--- src/rtl/fcpu_pkg.sv ---
// rtl/fcpu_pkg.sv - shared widths, store opcodes and the store queue entry type
package fcpu_pkg;

    localparam int DATA_W   = 16;
    localparam int RSV_ID_W = 4;
    localparam int INSTR_W  = 4;
    localparam int CDB_W    = RSV_ID_W + DATA_W;

    localparam logic [INSTR_W-1:0] I_STORE  = 4'h8;
    localparam logic [INSTR_W-1:0] I_STOREB = 4'h9;
    localparam logic [INSTR_W-1:0] I_STORER = 4'hA;
    localparam logic [INSTR_W-1:0] I_OUTPUT = 4'hB;

    typedef struct packed {
        logic                valid;
        logic [RSV_ID_W-1:0] rob_id;
        logic [INSTR_W-1:0]  opcode;
        logic [DATA_W-1:0]   data;
        logic [RSV_ID_W-1:0] data_rob_id;
        logic                data_ready;
        logic [DATA_W-1:0]   address;
        logic                addr_ready;
        logic                committed;
    } sq_entry_t;

    // The broadcast tag sits above the result data on the CDB.
    function automatic logic [RSV_ID_W-1:0] cdb_tag(input logic [CDB_W-1:0] c);
        return c[CDB_W-1 -: RSV_ID_W];
    endfunction

    function automatic logic [DATA_W-1:0] cdb_data(input logic [CDB_W-1:0] c);
        return c[DATA_W-1:0];
    endfunction

endpackage

--- src/rtl/sq_age_match.sv ---
// rtl/sq_age_match.sv - picks the youngest set bit of a circular match vector starting at head
module sq_age_match #(
    parameter int DEPTH = 4,
    localparam int PTR_W = $clog2(DEPTH)
) (
    input  logic [DEPTH-1:0] match_i,
    input  logic [PTR_W-1:0] head_i,
    output logic [PTR_W-1:0] idx_o,
    output logic             found_o
);

    logic [PTR_W-1:0] slot;

    // Walk oldest to youngest so the last hit wins.
    always_comb begin
        idx_o   = '0;
        found_o = 1'b0;
        slot    = '0;
        for (int k = 0; k < DEPTH; k++) begin
            slot = head_i + PTR_W'(k);
            if (match_i[slot]) begin
                idx_o   = slot;
                found_o = 1'b1;
            end
        end
    end

endmodule

--- src/rtl/store_queue.sv ---
// rtl/store_queue.sv - circular store queue with CDB capture, load forwarding and in-order drain
module store_queue
    import fcpu_pkg::*;
#(
    parameter int SQ_DEPTH = 4
) (
    input  logic                       clk,
    input  logic                       clear,
    input  logic                       alloc_valid,
    output logic                       alloc_ready,
    input  logic [RSV_ID_W-1:0]        alloc_rob_id,
    input  logic [INSTR_W-1:0]         alloc_opcode,
    input  logic [DATA_W-1:0]          alloc_data,
    input  logic [RSV_ID_W-1:0]        alloc_data_rob_id,
    input  logic                       alloc_data_ready,
    input  logic                       addr_valid,
    input  logic [RSV_ID_W-1:0]        addr_rob_id,
    input  logic [DATA_W-1:0]          addr,
    input  logic                       cdb_valid,
    input  logic [CDB_W-1:0]           cdb,
    input  logic                       commit_valid,
    input  logic [RSV_ID_W-1:0]        commit_id,
    input  logic                       flush,
    input  logic                       ld_valid,
    input  logic [DATA_W-1:0]          ld_address,
    output logic                       ld_hit,
    output logic                       ld_stall,
    output logic [DATA_W-1:0]          ld_data,
    output logic                       mem_valid,
    input  logic                       mem_ready,
    output logic [RSV_ID_W-1:0]        mem_rob_id,
    output logic [INSTR_W-1:0]         mem_opcode,
    output logic [DATA_W-1:0]          mem_address,
    output logic [DATA_W-1:0]          mem_data,
    output logic [$clog2(SQ_DEPTH):0]  count
);

    localparam int PTR_W = $clog2(SQ_DEPTH);
    localparam int CNT_W = PTR_W + 1;

    sq_entry_t        entries_q [SQ_DEPTH];
    sq_entry_t        entries_d [SQ_DEPTH];
    logic [PTR_W-1:0] head_q, head_d, tail_q, tail_d;
    logic [CNT_W-1:0] count_q, count_d, ncommit;
    sq_entry_t        head_e, new_e;
    logic             push, pop, cdb_hit_alloc;
    logic [SQ_DEPTH-1:0] ld_match, unresolved;
    logic [PTR_W-1:0] ld_idx;
    logic             ld_found;

    assign head_e      = entries_q[head_q];
    assign count       = count_q;
    assign alloc_ready = (count_q < CNT_W'(SQ_DEPTH)) && !flush;
    assign mem_valid   = head_e.valid & head_e.committed & head_e.addr_ready & head_e.data_ready;
    assign mem_rob_id  = head_e.rob_id;
    assign mem_opcode  = head_e.opcode;
    assign mem_address = head_e.address;
    assign mem_data    = head_e.data;

    assign push          = alloc_valid & alloc_ready;
    assign pop           = mem_valid & mem_ready;
    assign cdb_hit_alloc = cdb_valid && (cdb_tag(cdb) == alloc_data_rob_id);

    always_comb begin
        new_e             = '0;
        new_e.valid       = 1'b1;
        new_e.rob_id      = alloc_rob_id;
        new_e.opcode      = alloc_opcode;
        new_e.data_rob_id = alloc_data_rob_id;
        new_e.data_ready  = alloc_data_ready | cdb_hit_alloc;
        new_e.data        = (!alloc_data_ready && cdb_hit_alloc) ? cdb_data(cdb) : alloc_data;
    end

    always_comb begin
        entries_d = entries_q;
        head_d    = head_q;
        tail_d    = tail_q;
        count_d   = count_q;
        ncommit   = '0;
        for (int i = 0; i < SQ_DEPTH; i++) begin
            if (entries_q[i].valid) begin
                if (!entries_q[i].data_ready && cdb_valid &&
                    entries_q[i].data_rob_id == cdb_tag(cdb)) begin
                    entries_d[i].data       = cdb_data(cdb);
                    entries_d[i].data_ready = 1'b1;
                end
                if (addr_valid && entries_q[i].rob_id == addr_rob_id) begin
                    entries_d[i].address    = addr;
                    entries_d[i].addr_ready = 1'b1;
                end
                if (commit_valid && entries_q[i].rob_id == commit_id) begin
                    entries_d[i].committed = 1'b1;
                end
            end
        end
        if (pop) begin
            entries_d[head_q] = '0;
            head_d            = head_q + PTR_W'(1);
        end
        // Committed entries are contiguous from head, so the survivors of a flush end at head+ncommit.
        if (flush) begin
            for (int i = 0; i < SQ_DEPTH; i++) begin
                if (entries_d[i].valid && !entries_d[i].committed) begin
                    entries_d[i] = '0;
                end else if (entries_d[i].valid) begin
                    ncommit = ncommit + CNT_W'(1);
                end
            end
            tail_d  = head_d + ncommit[PTR_W-1:0];
            count_d = ncommit;
        end else begin
            if (push) begin
                entries_d[tail_q] = new_e;
                tail_d            = tail_q + PTR_W'(1);
            end
            count_d = count_q + CNT_W'(push) - CNT_W'(pop);
        end
    end

    always_comb begin
        for (int i = 0; i < SQ_DEPTH; i++) begin
            ld_match[i]   = entries_q[i].valid && entries_q[i].addr_ready &&
                            (entries_q[i].address == ld_address);
            unresolved[i] = entries_q[i].valid && !entries_q[i].addr_ready;
        end
    end

    sq_age_match #(.DEPTH(SQ_DEPTH)) u_age_match (
        .match_i (ld_match),
        .head_i  (head_q),
        .idx_o   (ld_idx),
        .found_o (ld_found)
    );

    always_comb begin
        ld_hit   = 1'b0;
        ld_stall = 1'b0;
        ld_data  = '0;
        if (ld_valid) begin
            if (|unresolved) begin
                ld_stall = 1'b1;
            end else if (ld_found) begin
                if (entries_q[ld_idx].data_ready) begin
                    ld_hit  = 1'b1;
                    ld_data = entries_q[ld_idx].data;
                end else begin
                    ld_stall = 1'b1;
                end
            end
        end
    end

    always_ff @(posedge clk) begin
        if (clear) begin
            for (int i = 0; i < SQ_DEPTH; i++) entries_q[i] <= '0;
            head_q  <= '0;
            tail_q  <= '0;
            count_q <= '0;
        end else begin
            for (int i = 0; i < SQ_DEPTH; i++) entries_q[i] <= entries_d[i];
            head_q  <= head_d;
            tail_q  <= tail_d;
            count_q <= count_d;
        end
    end

endmodule

--- config.mk ---
export PLATFORM = sky130hd
export DESIGN_NAME = store_queue
export DESIGN_NICKNAME = d
export VERILOG_FILES = /design/src/rtl/fcpu_pkg.sv /design/src/rtl/sq_age_match.sv /design/src/rtl/store_queue.sv
export SDC_FILE = /design/constraint.sdc
export NUM_CORES = 1
export LEC_CHECK = 0
export BUFFER_PORTS_ARGS = -buffer_cell sky130_fd_sc_hd__buf_4
export CORE_MARGIN = 4
export CORE_UTILIZATION = 40
export DETAILED_ROUTE_END_ITERATION = 8
export GPL_TIMING_DRIVEN = 0
export PLACE_DENSITY = 0.62
export RECOVER_POWER = 100
export REMOVE_ABC_BUFFERS = 1
export SYNTH_ARGS = -nofsm -noshare
export SYNTH_HDL_FRONTEND = slang
export SYNTH_SLANG_ARGS = --single-unit
--- constraint.sdc ---
create_clock -name clk -period 5.4 [get_ports clk]
set_input_delay 0.81 -clock clk [delete_from_list [all_inputs] [get_ports clk]]
set_output_delay 0.81 -clock clk [all_outputs]
set_load 0.02 [all_outputs]
-- Word level (Yosys, flattened, before mapping)
Index checks and enable logic that the tools add are counted.
- equal/unequal tests: 17
- magnitude comparators: 10
- multiplexer cells: 87
- add/sub/neg operators: 10
- bitwise operators: 11
- reduce and logical (&&, ||, !) cells: 53
- operator list (operator ; count):
    $mux W192 ; 3
    $mux W48 ; 8
    $mux W16 ; 13
    $and A192 B192 Y192 ; 1
    $bmux W48 S2 ; 2
    $bwmux W192 ; 1
    $demux W48 S2 ; 2
    $not A192 Y192 ; 1
    $mux W39 ; 2
    $mux W19 ; 4
    $mux W17 ; 4
    $eq A16 B16 Y1 ; 4
    $eq A4 B4 Y1 ; 13
    $logic_and A1 B1 Y1 ; 37
    $mux W3 ; 11
    $mux W1 ; 26
    $logic_not A1 Y1 ; 14
    $mux W2 ; 7
    $lt A2 B3 Y1 const B ; 4
    $add A3 B1 Y3 const B ; 3
    $ge A3 B3 Y1 const B ; 3
    $not A2 Y3 ; 3
    $bmux W1 S2 ; 4
    $lt A3 B1 Y1 const B ; 2
    10 further kinds ; 16
- flip-flop bits (word level): 199
- output and inout bits: 63

-- Logic depth before layout (Yosys ltp)
Gate-level depths: netlist of the first run.
- depth after elaboration: 27
- mapped depth: 17

-- By module
From an unflattened synthesis of the first run, not the netlist that was laid out.
- cells, all modules: 1226
- area total of the unflattened synthesis: 11452.2 um^2
- modules (own cells, without submodules) (module ; area an instance (um^2) ; instances ; cells each):
    store_queue ; 11377.2 ; 1 ; 1216
    sq_age_match ; 75.1 ; 1 ; 10

-- Worst setup path before layout of the first run
OpenSTA, ideal clock, no wires.
- path type: input-to-output
- start: input port ld_address[2]
- end: output port ld_data[10]
- stages: 12
- required time: 4.590 ns
- buffers on the path: 2
- arrival: 3.660 ns
- path slack: 0.930 ns
- cell sequence: clkbuf_1 -> xor2_1 -> or4_1 -> nor4_1 -> and3_1 -> mux2i_1 -> a32oi_2 -> nand2_4 -> mux2i_1 -> a2111oi_4 -> buf_6 -> o21a_1
- cells in the longest elaborated chain, start to end: 16
- elaborated cells on any way between the ends: 32
- classes of those cells: 4 x eq/ne; 23 x mux; 1 x bitwise; 4 x reduce/logical
- RTL lines (what ; line ; source):
    from (decl) ; store_queue.sv:25 ; input logic [DATA_W-1:0] ld_address,
    $eq A16 B16 Y1 ; store_queue.sv:123 ; (entries_q[i].address == ld_address);
    $logic_and A1 B1 Y1 ; store_queue.sv:122 ; ld_match[i] = entries_q[i].valid && entries_q[i].addr_ready &&
    $bmux W1 S2 ; sq_age_match.sv:21 ; if (match_i[slot]) begin
    $mux W1 (implied by the code) ; sq_age_match.sv:21 ;
    $mux W2 (4 in series) ; sq_age_match.sv:21 ;
    $not A2 Y3 (implied by the code) ; store_queue.sv:143, store_queue.sv:145 ;
    $bmux W48 S2 ; store_queue.sv:143, store_queue.sv:145 ;
    $mux W39 (implied by the code) (2 in series) ; store_queue.sv:145 ; ld_data = entries_q[ld_idx].data;
    $mux W16 ; store_queue.sv:143 ; if (entries_q[ld_idx].data_ready) begin
    $mux W16 * ; store_queue.sv:142 ; end else if (ld_found) begin
    $mux W16 * ; store_queue.sv:140 ; if (|unresolved) begin
    $mux W16 * ; store_queue.sv:139 ; if (ld_valid) begin
    to (decl) ; store_queue.sv:28 ; output logic [DATA_W-1:0] ld_data,
Mark *: on every way between the ends. The rest lies on a longest branch, timed or not. The select of a mux whose other input is x is not followed.

-- Worst setup path in the final report of the first run
- start: register head_q[0]
- end: output port ld_data[2]
- cells in the longest elaborated chain, start to end: 14
- elaborated cells on any way between the ends: 27
- classes of those cells: 3 x add/sub; 23 x mux; 1 x bitwise
- RTL lines (what ; line ; source):
    from (decl) ; store_queue.sv:43 ; logic [PTR_W-1:0] head_q, head_d, tail_q, tail_d;
    from (signal assigned) ; store_queue.sv:156 ; head_q <= '0;
    from (signal assigned) ; store_queue.sv:161 ; head_q <= head_d;
    $add A2 B1 Y2 or $bmux W1 S2 (tied branches) ; sq_age_match.sv:20, sq_age_match.sv:21 ;
    $bmux W1 S2 or $mux W1 (tied branches) ; sq_age_match.sv:21 ;
    $mux W1 (implied by the code) or $mux W2 (tied branches) ; sq_age_match.sv:21 ;
    $mux W2 (3 in series) ; sq_age_match.sv:21 ;
    $not A2 Y3 (implied by the code) ; store_queue.sv:143, store_queue.sv:145 ;
    $bmux W48 S2 ; store_queue.sv:143, store_queue.sv:145 ;
    $mux W39 (implied by the code) (2 in series) ; store_queue.sv:145 ;
    $mux W16 ; store_queue.sv:143 ;
    $mux W16 * ; store_queue.sv:142 ;
    $mux W16 * ; store_queue.sv:140 ;
    $mux W16 * ; store_queue.sv:139 ;
Marked as above.

==> metrics.md, run 1 <==
| Metric | Value |
|---|---|
| Status | `complete, but fails checks` |
| Violated checks | `max-capacitance violations, max-slew violations` |
| Share of cells above drive strength 1 | `16.4%` |
| Register-to-Register Path Depth | `10` |
| Synth top area cells | `dfxtp_1, mux2i_1, nor2_1` |
| Final WL | `39.1 mm` |
| Synth Flop Type | `dfxtp_1` |
| Core ar. | `28900 um2` |
| Clock slew at reported path FFs | `0.08 ns` |
| Post-synth EDFFs | `0` |
| Initial DRC count | `737` |
| Max transition margin | `-5.40%` |
| DR DRC count | `0` |
| Final Setup Violations | `0` |
| RSZ-0062 raised after global routing | `false` |
| Sequential area share after synthesis | `33.9%` |
| Worst-Margin Slew | `1.58 ns` |
| Ports | `161` |
| Final worst-path cycle share | `95.5%` |
| Hold depth | `2` |
| Post-Syn Instances | `1294` |
| Die width | `179 um` |
| Ys Warns | `0` |
| Most common cell after layout, fill and taps aside | `nor2_1` |
| Setup slack, reg-to-reg | `0.27 ns` |
| Hold Crit Start | `entries_q[87]` |
| Chip height | `179 um` |
| Drt wl/cell | `21.8 um` |
| Final Hold Viols | `0` |
| First-pass GRT wire length | `59.9 mm` |
| Antenna violations before repair | `0` |
| Clk Latency, worst-skew pair | `0.44 ns` |
| PortBufs | `160` |
| Ys async rst share | `0%` |
| Synth cell types | `62` |
| Final #Nets | `1513` |
| Startpoint types | `register` |
| CP required | `4.59 ns` |
| Vias in the first global route | `10300` |
| Clk buf depth | `2` |
| Layout Skew | `0.0104 ns` |
| Clock root buffer | `clkbuf_16` |
| Vias/cell | `5.76` |
| CTS tree | `yes` |
| Setup crit end kind | `output pin` |
| Pin count of the biggest net entering global routing | `34` |
| Register bit total from synthesis | `199` |
| Gr usage total | `23.2%` |
| Max Clk Rate | `0.194 GHz` |
| Most frequent cells in the layout | `nor2_1, dfxtp_1, mux2i_1` |
| Sink Count | `199` |
| Hold Path Sink | `entries_q[87]` |
| Starting density of the core | `40.7%` |
| Hold Slack | `0.500 ns` |
| Arrival time at the worst endpoint | `4.35 ns` |
| H-tree Lvls | `4` |
| Inserted Diodes | `0` |
| First-pass DRT Iterations | `5` |
| # rows | `62` |
| R2R Path Start | `head_q[1]` |
| Gpl congestion | `0.924` |
| Die ar. | `32200 um2` |
| CTS Hold Buffers Added | `0` |
| MaxCap Viol Count | `2` |
| CP Max Fanout | `33` |
| Routed Antenna Nets | `0` |
| Avg Cell Area, Syn | `9.09 um2` |
| Grt ovf | `0` |
| Pwr dens | `228 nW/um2` |
| Share of the synthesized area in the top cell type | `33.9%` |
| CP Class | `register to output pin` |
| FF-to-FF End | `entries_q[107]` |
| Largest area contributor in the netlist | `dfxtp_1` |
| Final Max Tran Viols | `62` |
| Synthesized cell area | `11800 um2` |
| Fin crit period | `5.16 ns` |
| Static leakage | `6.27 nW` |
| Cell Count Post-Placement | `1761` |
| HPWL Detailed | `26.4 mm` |
| Area growth syn-to-layout | `17.9%` |
| Via count | `10400` |
| VDD IR max | `0.000171 V` |
| Worst hold path class | `register to register` |
| Non-filler cells in the finished layout | `1797` |
| Total CTS buffers | `17` |
| Fillers | `2803` |
[per-layer routing]
metal	GRT usage, %	vias to the layer above	routed length (um)
met5	0	-	0
met4	6.28	0	938
met3	4.69	71	2600
met2	40.2	401	19000
met1	29.4	5044	16500
li1	-	4834	-
[critical path, stage by stage (launching register included)]
cell and delay (ns):
dfxtp_1 0.42, buf_16 0.31, inv_1 0.30, ha_2 0.51, inv_1 0.05, or3_1 0.42
o311ai_2 0.10, nand3_2 0.32, nand2_8 0.31, mux2i_1 0.17, a2111oi_4 0.42, buf_12 0.21
o21a_1 0.19, buf_4 0.16
[how the worst max path moves through the flow]
stage              startpoint            end  slack [ns]  cells past startpoint
2_1_floorplan       head_q[0]     ld_data[0]       -1.31                     10
3_3_place_gp        head_q[0]  entries_q[97]       -3.77                      8
3_5_place_dp   ld_address[13]     ld_data[2]       -0.60                     12
4_1_cts             head_q[1]      tail_q[1]        0.01                     15
5_1_grt             head_q[0]     ld_data[2]        0.09                     13
6_report            head_q[0]     ld_data[2]        0.24                     13
[what timing repair did]
action | 4_1_cts | 5_1_grt
resized for setup | 4 | 5
setup endpoints to repair | 21 | 19
cloned | 0 | 1
setup buffers | 1 | 2
pin swaps | 1 | 2
hold endpoints to repair | 0 | 0
[synth_stat cells, types with 15 or more instances]
library cell and count:
xor2_1 67, nor3_1 21, mux2i_1 180, inv_1 27, xnor2_1 49, a31oi_1 49
o21a_1 17, dfxtp_1 199, nor2_1 299, nand2_1 37, nand4_1 15, clkbuf_1 75
o22a_1 64, a21oi_1 15, mux4_2 41
[cell families (layout without fill, tap and decap cells)]
kind of cell,Yosys count,count (layout),share of synthesized area (%)
muxes,224,224,23.5
DFF,199,199,33.9
buffers and inverters,121,239,3.98
and+or+nand+nor,430,431,15.9
adders and majority gates,15,15,1.66
xor gates and xnor gates,116,116,8.64
AOI/OAI and AO/OA,189,189,12.5
[state kept, by name, summed over array words and instances, names as in the netlist]
name / flops
count: 3
entries_q: 192
tail_q: 2
head_q: 2
[where the power goes]
| part | leakage [nW] | internal [mW] | switching [mW] |
|---|---|---|---|
| sequential | 1.61 | 1.49 | 0.0195 |
| clock | 0.290 | 0.668 | 0.625 |
| combinational | 4.38 | 0.145 | 0.216 |
| total | 6.27 | 2.30 | 0.861 |
[layout make-up]
| class | count | area [um2] | area share (%) |
|---|---|---|---|
| Sequential cell | 199 | 3990 | 28.8 |
| Multi-Input combinational cell | 975 | 7360 | 53.1 |
| Inverter | 28 | 105 | 0.758 |
| Tap cell | 384 | 480 | 3.47 |
| Clock inverter | 13 | 138 | 0.993 |
| Timing Repair Buffer | 179 | 1350 | 9.73 |
| Clock buffer | 19 | 443 | 3.19 |
[stage by stage]
stage	TNS (ns)	cell area (um2)	util [%]	power, mW	worst slack [ns]
finish	0	13900	48.0	3.16	0.244
global route	0	13900	48.0	3.27	0.0869
CTS	0	14000	48.6	3.19	0.00985
detailed placement	-9.91	13400	46.5	1.91	-0.604
global placement	-584.96	13100	45.3	1.90	-3.77
floorplan	-24.74	11400	-	1.72	-1.31
No activity file was read; power rests on OpenSTA's default activity.
==> run 2: changes to the inputs <==
- CORE_UTILIZATION: 40 -> 55
- PLACE_DENSITY: 0.62 -> 0.8
==> metrics.md, run 2 (synthesis results as in run 1) <==
| Metric | Value |
|---|---|
| Clk Latency, worst-skew pair | `0.45 ns (was 0.44 ns)` |
| Clock root buffer | `clkbuf_16 (unchanged)` |
| Final WL | `36.8 mm (was 39.1 mm)` |
| Starting density of the core | `55.9% (was 40.7%)` |
| Cell Count Post-Placement | `1646 (was 1761)` |
| Gr usage total | `30.2% (was 23.2%)` |
| Initial DRC count | `958 (was 737)` |
| CP Class | `input port to output pin (was register to output pin)` |
| Final worst-path cycle share | `96.3% (was 95.5%)` |
| Final Max Tran Viols | `62 (unchanged)` |
| Antenna violations before repair | `0 (unchanged)` |
| Arrival time at the worst endpoint | `4.39 ns (was 4.35 ns)` |
| VDD IR max | `0.000208 V (was 0.000171 V)` |
| M1 GR Usage | `39.5% (was 29.4%)` |
| FF+latch area | `3990 um2 (unchanged)` |
| Layout Skew | `0.0164 ns (was 0.0104 ns)` |
| Clk buf depth | `2 (unchanged)` |
| Drt wl/cell | `21.9 um (was 21.8 um)` |
| Ports | `161 (unchanged)` |
| DR DRC count | `0 (unchanged)` |
| Static leakage | `6.20 nW (was 6.27 nW)` |
| Clock slew at reported path FFs | `0.08 ns (about the same)` |
| HPWL Detailed | `23.9 mm (was 26.4 mm)` |
| H-tree Lvls | `4 (unchanged)` |
| Sink Count | `199 (unchanged)` |
| Most common cell after layout, fill and taps aside | `nor2_1 (unchanged)` |
| Register-to-Register Path Depth | `15 (was 10)` |
| Pin count of the biggest net entering global routing | `45 (was 34)` |
| Violated checks | `max-capacitance violations, max-slew violations (unchanged)` |
| Status | `complete, but fails checks (unchanged)` |
| Fillers | `1763 (was 2803)` |
| Core ar. | `21000 um2 (was 28900 um2)` |
| Vias/cell | `6.32 (was 5.76)` |
| First-pass GRT wire length | `57.5 mm (was 59.9 mm)` |
| Share of cells above drive strength 1 | `15.8% (was 16.4%)` |
| Gr busiest metal | `met2 (unchanged)` |
| Max Clk Rate | `0.192 GHz (was 0.194 GHz)` |
| Final Setup Violations | `0 (unchanged)` |
| Largest register FFs | `192 (unchanged)` |
| Area of the multi-input gates | `7340 um2 (was 7360 um2)` |
| Final #Nets | `1506 (was 1513)` |
| Total CTS buffers | `17 (unchanged)` |
| Fin crit period | `5.20 ns (was 5.16 ns)` |
| Hold depth | `2 (unchanged)` |
| Setup crit end kind | `output pin (unchanged)` |
| Setup_tns | `0 ns (unchanged)` |
| Met3 usage | `6.16% (was 4.69%)` |
| CTS tree | `yes (unchanged)` |
| Final Hold Viols | `0 (unchanged)` |
| Grt ovf | `0 (unchanged)` |
| Pwr dens | `232 nW/um2 (was 228 nW/um2)` |
| # rows | `53 (was 62)` |
| Area growth syn-to-layout | `15.7% (was 17.9%)` |
| Die ar. | `23800 um2 (was 32200 um2)` |
| Via count | `10600 (was 10400)` |
| PortBufs | `160 (unchanged)` |
| Most flops, register | `entries_q (unchanged)` |
| Gpl congestion | `0.933 (was 0.924)` |
| Chip height | `154 um (was 179 um)` |
| MaxCap Viol Count | `2 (unchanged)` |
| Inserted Diodes | `0 (unchanged)` |
| CP Max Fanout | `19 (was 33)` |
| CP required | `4.59 ns (about the same)` |
| Most frequent cells in the layout | `nor2_1, dfxtp_1, mux2i_1 (unchanged)` |
| Die width | `154 um (was 179 um)` |
| Max transition margin | `-15.5% (was -5.40%)` |
| Startpoint types | `input port (was register)` |
| Worst hold path class | `register to register (unchanged)` |
| Worst-Margin Slew | `1.73 ns (was 1.58 ns)` |
| RSZ-0062 raised after global routing | `false (unchanged)` |
| Vias in the first global route | `10700 (was 10300)` |
| M2 GR Usage | `48.9% (was 40.2%)` |
| First-pass DRT Iterations | `5 (unchanged)` |
| Routed Antenna Nets | `0 (unchanged)` |
| Non-filler cells in the finished layout | `1680 (was 1797)` |
## run 2: changes by cell type in the layout (fill, tap and decap cells not counted), sizes merged
cell      delta
buf         -14
clkbuf       +6
clkinv       -1
clkinvlp     +1
inv          +1
nand2        -1
## run 2: worst max-delay path: stages
cell      delay [ns]
buf_4           0.14
xnor2_1         0.31
nor4b_1         0.39
nand4b_1        0.31
or3_1           0.46
a22o_1          0.25
a21oi_1         0.28
a21oi_4         0.27
a311oi_1        0.49
a21oi_1         0.09
o21ai_0         0.37
buf_4           0.22
## run 2: repair_timing
action,in CTS,in global routing
hold buffers,0,0
pin swaps,1,0
setup endpoints to repair,21,7
setup buffers,1,1
resized for setup,4,4
## run 2: path summary, 6_finish.rpt
path | start | endpoint | slack (ns)
setup / recovery | ld_address[3] | ld_stall | 0.20
hold reg to reg | entries_q[90] | entries_q[90] | 0.50
hold / removal | entries_q[90] | entries_q[90] | 0.50
setup reg to reg | head_q[1] | tail_q[1] | 0.41
## run 2: metrics by stage
step	total power [mW]	util [%]	setup WS (ns)	hold WS, ns	cell area [um2]
floorplan	1.72	-	-1.31	0.459	11400
global placement	1.89	61.6	-3.64	0.470	12900
detailed placement	1.90	62.6	-0.639	0.485	13200
CTS	3.17	65.5	0.163	0.501	13800
global route	3.25	64.7	0.0709	0.531	13600
finish	3.16	64.7	0.200	0.501	13600
## run 2: layout make-up
| type | instances | share of cell area [%] |
|---|---|---|
| well taps | 275 | 2.53 |
| inverters | 28 | 0.773 |
| repair buffers | 173 | 9.07 |
| clock inverters | 14 | 1.18 |
| flip-flops and latches | 199 | 29.3 |
| clock buffers | 17 | 3.13 |
| multi-input cells | 974 | 54.0 |
## run 2: per-layer routing
metal  wire [um]  vias to the layer above
li1            -                     4816
met2       17300                      583
met5           0                        -
met3        3320                       92
met1       15000                     5127
met4        1160                        0
## run 2: power by group
group / internal [mW] / leakage, nW / switching, mW
logic: 0.144 / 4.31 / 0.216
registers: 1.49 / 1.61 / 0.0192
clock network: 0.658 / 0.285 / 0.636
total: 2.29 / 6.20 / 0.871
==> run 3: changes to the inputs <==
- SYNTH_HIERARCHICAL: unset -> 1
==> metrics.md, run 3 <==
| Metric | Value |
|---|---|
| Setup crit end kind | `output pin (unchanged)` |
| Worst-Margin Slew | `1.58 ns (was 1.73 ns)` |
| CP Class | `input port to output pin (unchanged)` |
| Worst path max stage delay | `0.59 ns (was 0.49 ns)` |
| Fin crit period | `5.16 ns (was 5.20 ns)` |
| Crit-path slowest cell | `o32a_2 (was a311oi_1)` |
| R2R Path Start | `head_q[1] (unchanged)` |
| Max transition margin | `-5.09% (was -15.5%)` |
| Share of cells above drive strength 1 | `19.6% (was 15.8%)` |
| Area growth syn-to-layout | `16.6% (was 15.7%)` |
| Synth top area cells | `dfxtp_1, mux4_2, mux2i_1 (was dfxtp_1, mux2i_1, nor2_1)` |
| Final WL | `34.8 mm (was 36.8 mm)` |
| Synth cell types | `58 (was 62)` |
| Clk buf depth | `2 (unchanged)` |
| Final Max Tran Viols | `64 (was 62)` |
| CTS tree | `yes (unchanged)` |
| Ys Warns | `6 (was 0)` |
| Die width | `152 um (was 154 um)` |
| # rows | `52 (was 53)` |
| Gr usage total | `29.1% (was 30.2%)` |
| Violated checks | `max-capacitance violations, max-slew violations (unchanged)` |
| Ys async rst share | `0% (unchanged)` |
| HPWL Detailed | `23.2 mm (was 23.9 mm)` |
| DP Area | `12900 um2 (was 13200 um2)` |
| Final #Nets | `1446 (was 1506)` |
| First-pass GRT wire length | `54.6 mm (was 57.5 mm)` |
| Met3 usage | `7.07% (was 6.16%)` |
| Setup slack, reg-to-reg | `0.27 ns (was 0.41 ns)` |
| RSZ-0062 raised after global routing | `false (unchanged)` |
| Hold depth | `2 (unchanged)` |
| CP Max Fanout | `17 (was 19)` |
| Chip height | `152 um (was 154 um)` |
| Post-Syn Instances | `1226 (was 1294)` |
| Die ar. | `23200 um2 (was 23800 um2)` |
| Synthesized cell area | `11500 um2 (was 11800 um2)` |
| Hold Path Sink | `entries_q[1] (was entries_q[90])` |
| Most flops, register | `entries_q (unchanged)` |
| Antenna violations before repair | `1 (was 0)` |
| Final worst-path cycle share | `95.5% (was 96.3%)` |
| Share of the synthesized area in the top cell type | `34.8% (was 33.9%)` |
| Clock slew at reported path FFs | `0.06 ns (was 0.08 ns)` |
| M1 GR Usage | `37.2% (was 39.5%)` |
| Crit path cell chain | `buf_4 > xor2_1 > nor4_1 > nand4_1 > nor4_2 > and3_1 > o32a_2 > mux4_2 > nand4_1 > buf_4 > nor2b_1 > clkbuf_1 (was buf_4 > xnor2_1 > nor4b_1 > nand4b_1 > or3_1 > a22o_1 > a21oi_1 > a21oi_4 > a311oi_1 > a21oi_1 > o21ai_0 > buf_4)` |
| Vias/cell | `6.27 (was 6.32)` |
| Gr busiest metal | `met2 (unchanged)` |
| Startpoint types | `input port (unchanged)` |
| Max Clk Rate | `0.194 GHz (was 0.192 GHz)` |
| Drt wl/cell | `21.5 um (was 21.9 um)` |
| Register-to-Register Path Depth | `18 (was 15)` |
| Sequential area share after synthesis | `34.8% (was 33.9%)` |
| Grt ovf | `0 (unchanged)` |
| PortBufs | `160 (unchanged)` |
| Post-synth EDFFs | `0 (unchanged)` |
| H-tree Lvls | `4 (unchanged)` |
| Static leakage | `5.92 nW (was 6.20 nW)` |
| Register bit total from synthesis | `199 (unchanged)` |
| M2 GR Usage | `48.2% (was 48.9%)` |
| Most frequent cells in the layout | `nor2_1, dfxtp_1, mux2i_1 (unchanged)` |
| Initial DRC count | `792 (was 958)` |
| Ports | `161 (unchanged)` |
| Worst hold path class | `register to register (unchanged)` |
| DR DRC count | `0 (unchanged)` |
| Vias in the first global route | `10000 (was 10700)` |
| Post-synth top cells | `nor2_1, dfxtp_1, mux2i_1, xor2_1, a31oi_1 (was nor2_1, dfxtp_1, mux2i_1, clkbuf_1, xor2_1)` |
| Final Hold Viols | `0 (unchanged)` |
| Clock root buffer | `clkbuf_16 (unchanged)` |
| Clk Latency, worst-skew pair | `0.45 ns (about the same)` |
| First-pass DRT Iterations | `5 (unchanged)` |
| VDD IR max | `0.000208 V (about the same)` |
| MaxCap Viol Count | `2 (unchanged)` |
| Final Setup Violations | `0 (unchanged)` |
| Sink Count | `199 (unchanged)` |
| Final instance area | `13400 um2 (was 13600 um2)` |
| Largest area contributor in the netlist | `dfxtp_1 (unchanged)` |
| Most common cell after layout, fill and taps aside | `nor2_1 (unchanged)` |
| Hold Crit Start | `entries_q[1] (was entries_q[90])` |
| Hold Slack | `0.476 ns (was 0.501 ns)` |
| CP required | `4.59 ns (about the same)` |
| Pin count of the biggest net entering global routing | `47 (was 45)` |
| FF-to-FF End | `tail_q[1] (unchanged)` |
| Routed Antenna Nets | `0 (unchanged)` |
| Layout Skew | `0.0168 ns (was 0.0164 ns)` |
| Arrival time at the worst endpoint | `4.35 ns (was 4.39 ns)` |
| Avg Cell Area, Syn | `9.34 um2 (was 9.09 um2)` |
| Core ar. | `20400 um2 (was 21000 um2)` |
| Most common cell in the netlist | `nor2_1 (unchanged)` |
| Total CTS buffers | `17 (unchanged)` |
| Gpl congestion | `0.916 (was 0.933)` |
| Largest register FFs | `192 (unchanged)` |
| Via count | `10100 (was 10600)` |
| Pwr dens | `232 nW/um2 (about the same)` |
| Status | `complete, but fails checks (unchanged)` |
| Starting density of the core | `56.2% (was 55.9%)` |
| Synth Flop Type | `dfxtp_1 (unchanged)` |
## run 3: cells by family after synthesis
logic type | count (synthesis) | share of synthesized area [%]
and+or+nand+nor | 416 | 15.7
adders and majority gates | 15 | 1.70
DFF | 199 | 34.8
muxes | 204 | 24.5
buffers and inverters | 113 | 4.08
AOI/OAI and AO/OA | 157 | 9.96
xor gates and xnor gates | 122 | 9.33
## run 3: where the power goes
| group | internal [mW] | switching [mW] | leakage (nW) |
|---|---|---|---|
| Clock | 0.652 | 0.615 | 0.283 |
| Combinational | 0.136 | 0.192 | 4.03 |
| Sequential | 1.49 | 0.0174 | 1.61 |
## run 3: cell type report
| class | count | area, um2 |
|---|---|---|
| well taps | 270 | 338 |
| inverters | 23 | 86.3 |
| diodes | 1 | 2.50 |
| clock inverters | 14 | 146 |
| clock buffers | 18 | 429 |
| fillers | 1616 | 7010 |
| repair buffers | 178 | 1320 |
| multi-input cells | 914 | 7040 |
| flip-flops and latches | 199 | 3990 |
## run 3: routing by layer
layer / wire length (um) / part of all wire [%]
met1: 13800 / 40
met2: 16600 / 48
met3: 3450 / 9.9
met4: 937 / 2.7
met5: 7 / 0.020
## run 3: worst max-delay path: cells and delay by family
family / cells / cell delay (ns)
buf+inv: 3 / 0.63
simple gates: 6 / 1.81
xor+xnor: 1 / 0.14
compound gates: 1 / 0.59
mux: 1 / 0.36
## run 3: metrics by stage
| step | TNS [ns] | util, % | worst slack (ns) | cells | total power [mW] |
|---|---|---|---|---|---|
| 3_5_place_dp | -19.06 | 63.2 | -1.24 | 1576 | 1.87 |
| 6_report | 0 | 65.6 | 0.244 | 1617 | 3.10 |
| 2_1_floorplan | -0.0426 | - | -0.0426 | 1136 | 1.70 |
| 4_1_cts | 0 | 66.4 | 0.0687 | 1613 | 3.11 |
| 3_3_place_gp | -187.34 | 61.9 | -2.27 | 1566 | 1.86 |
| 5_1_grt | 0 | 65.6 | 0.0340 | 1616 | 3.19 |
## run 3: what timing repair did
action,CTS,global route
pin swaps,1,1
setup endpoints to repair,18,18
resized for setup,1,1
buffers inserted,5,1
hold buffers,0,0
hold endpoints to repair,0,0
## run 3: worst max path at each step
stage / start / end / slack [ns] / cells after the start
after floorplan: head_q[0] / tail_q[1] / -0.04 / 16
after global placement: head_q[1] / ld_data[5] / -2.27 / 6
after detailed placement: ld_address[2] / ld_data[0] / -1.24 / 11
after CTS: ld_address[10] / ld_data[12] / 0.07 / 13
after global routing: ld_address[2] / ld_data[12] / 0.03 / 13
final: ld_address[2] / ld_data[0] / 0.24 / 12
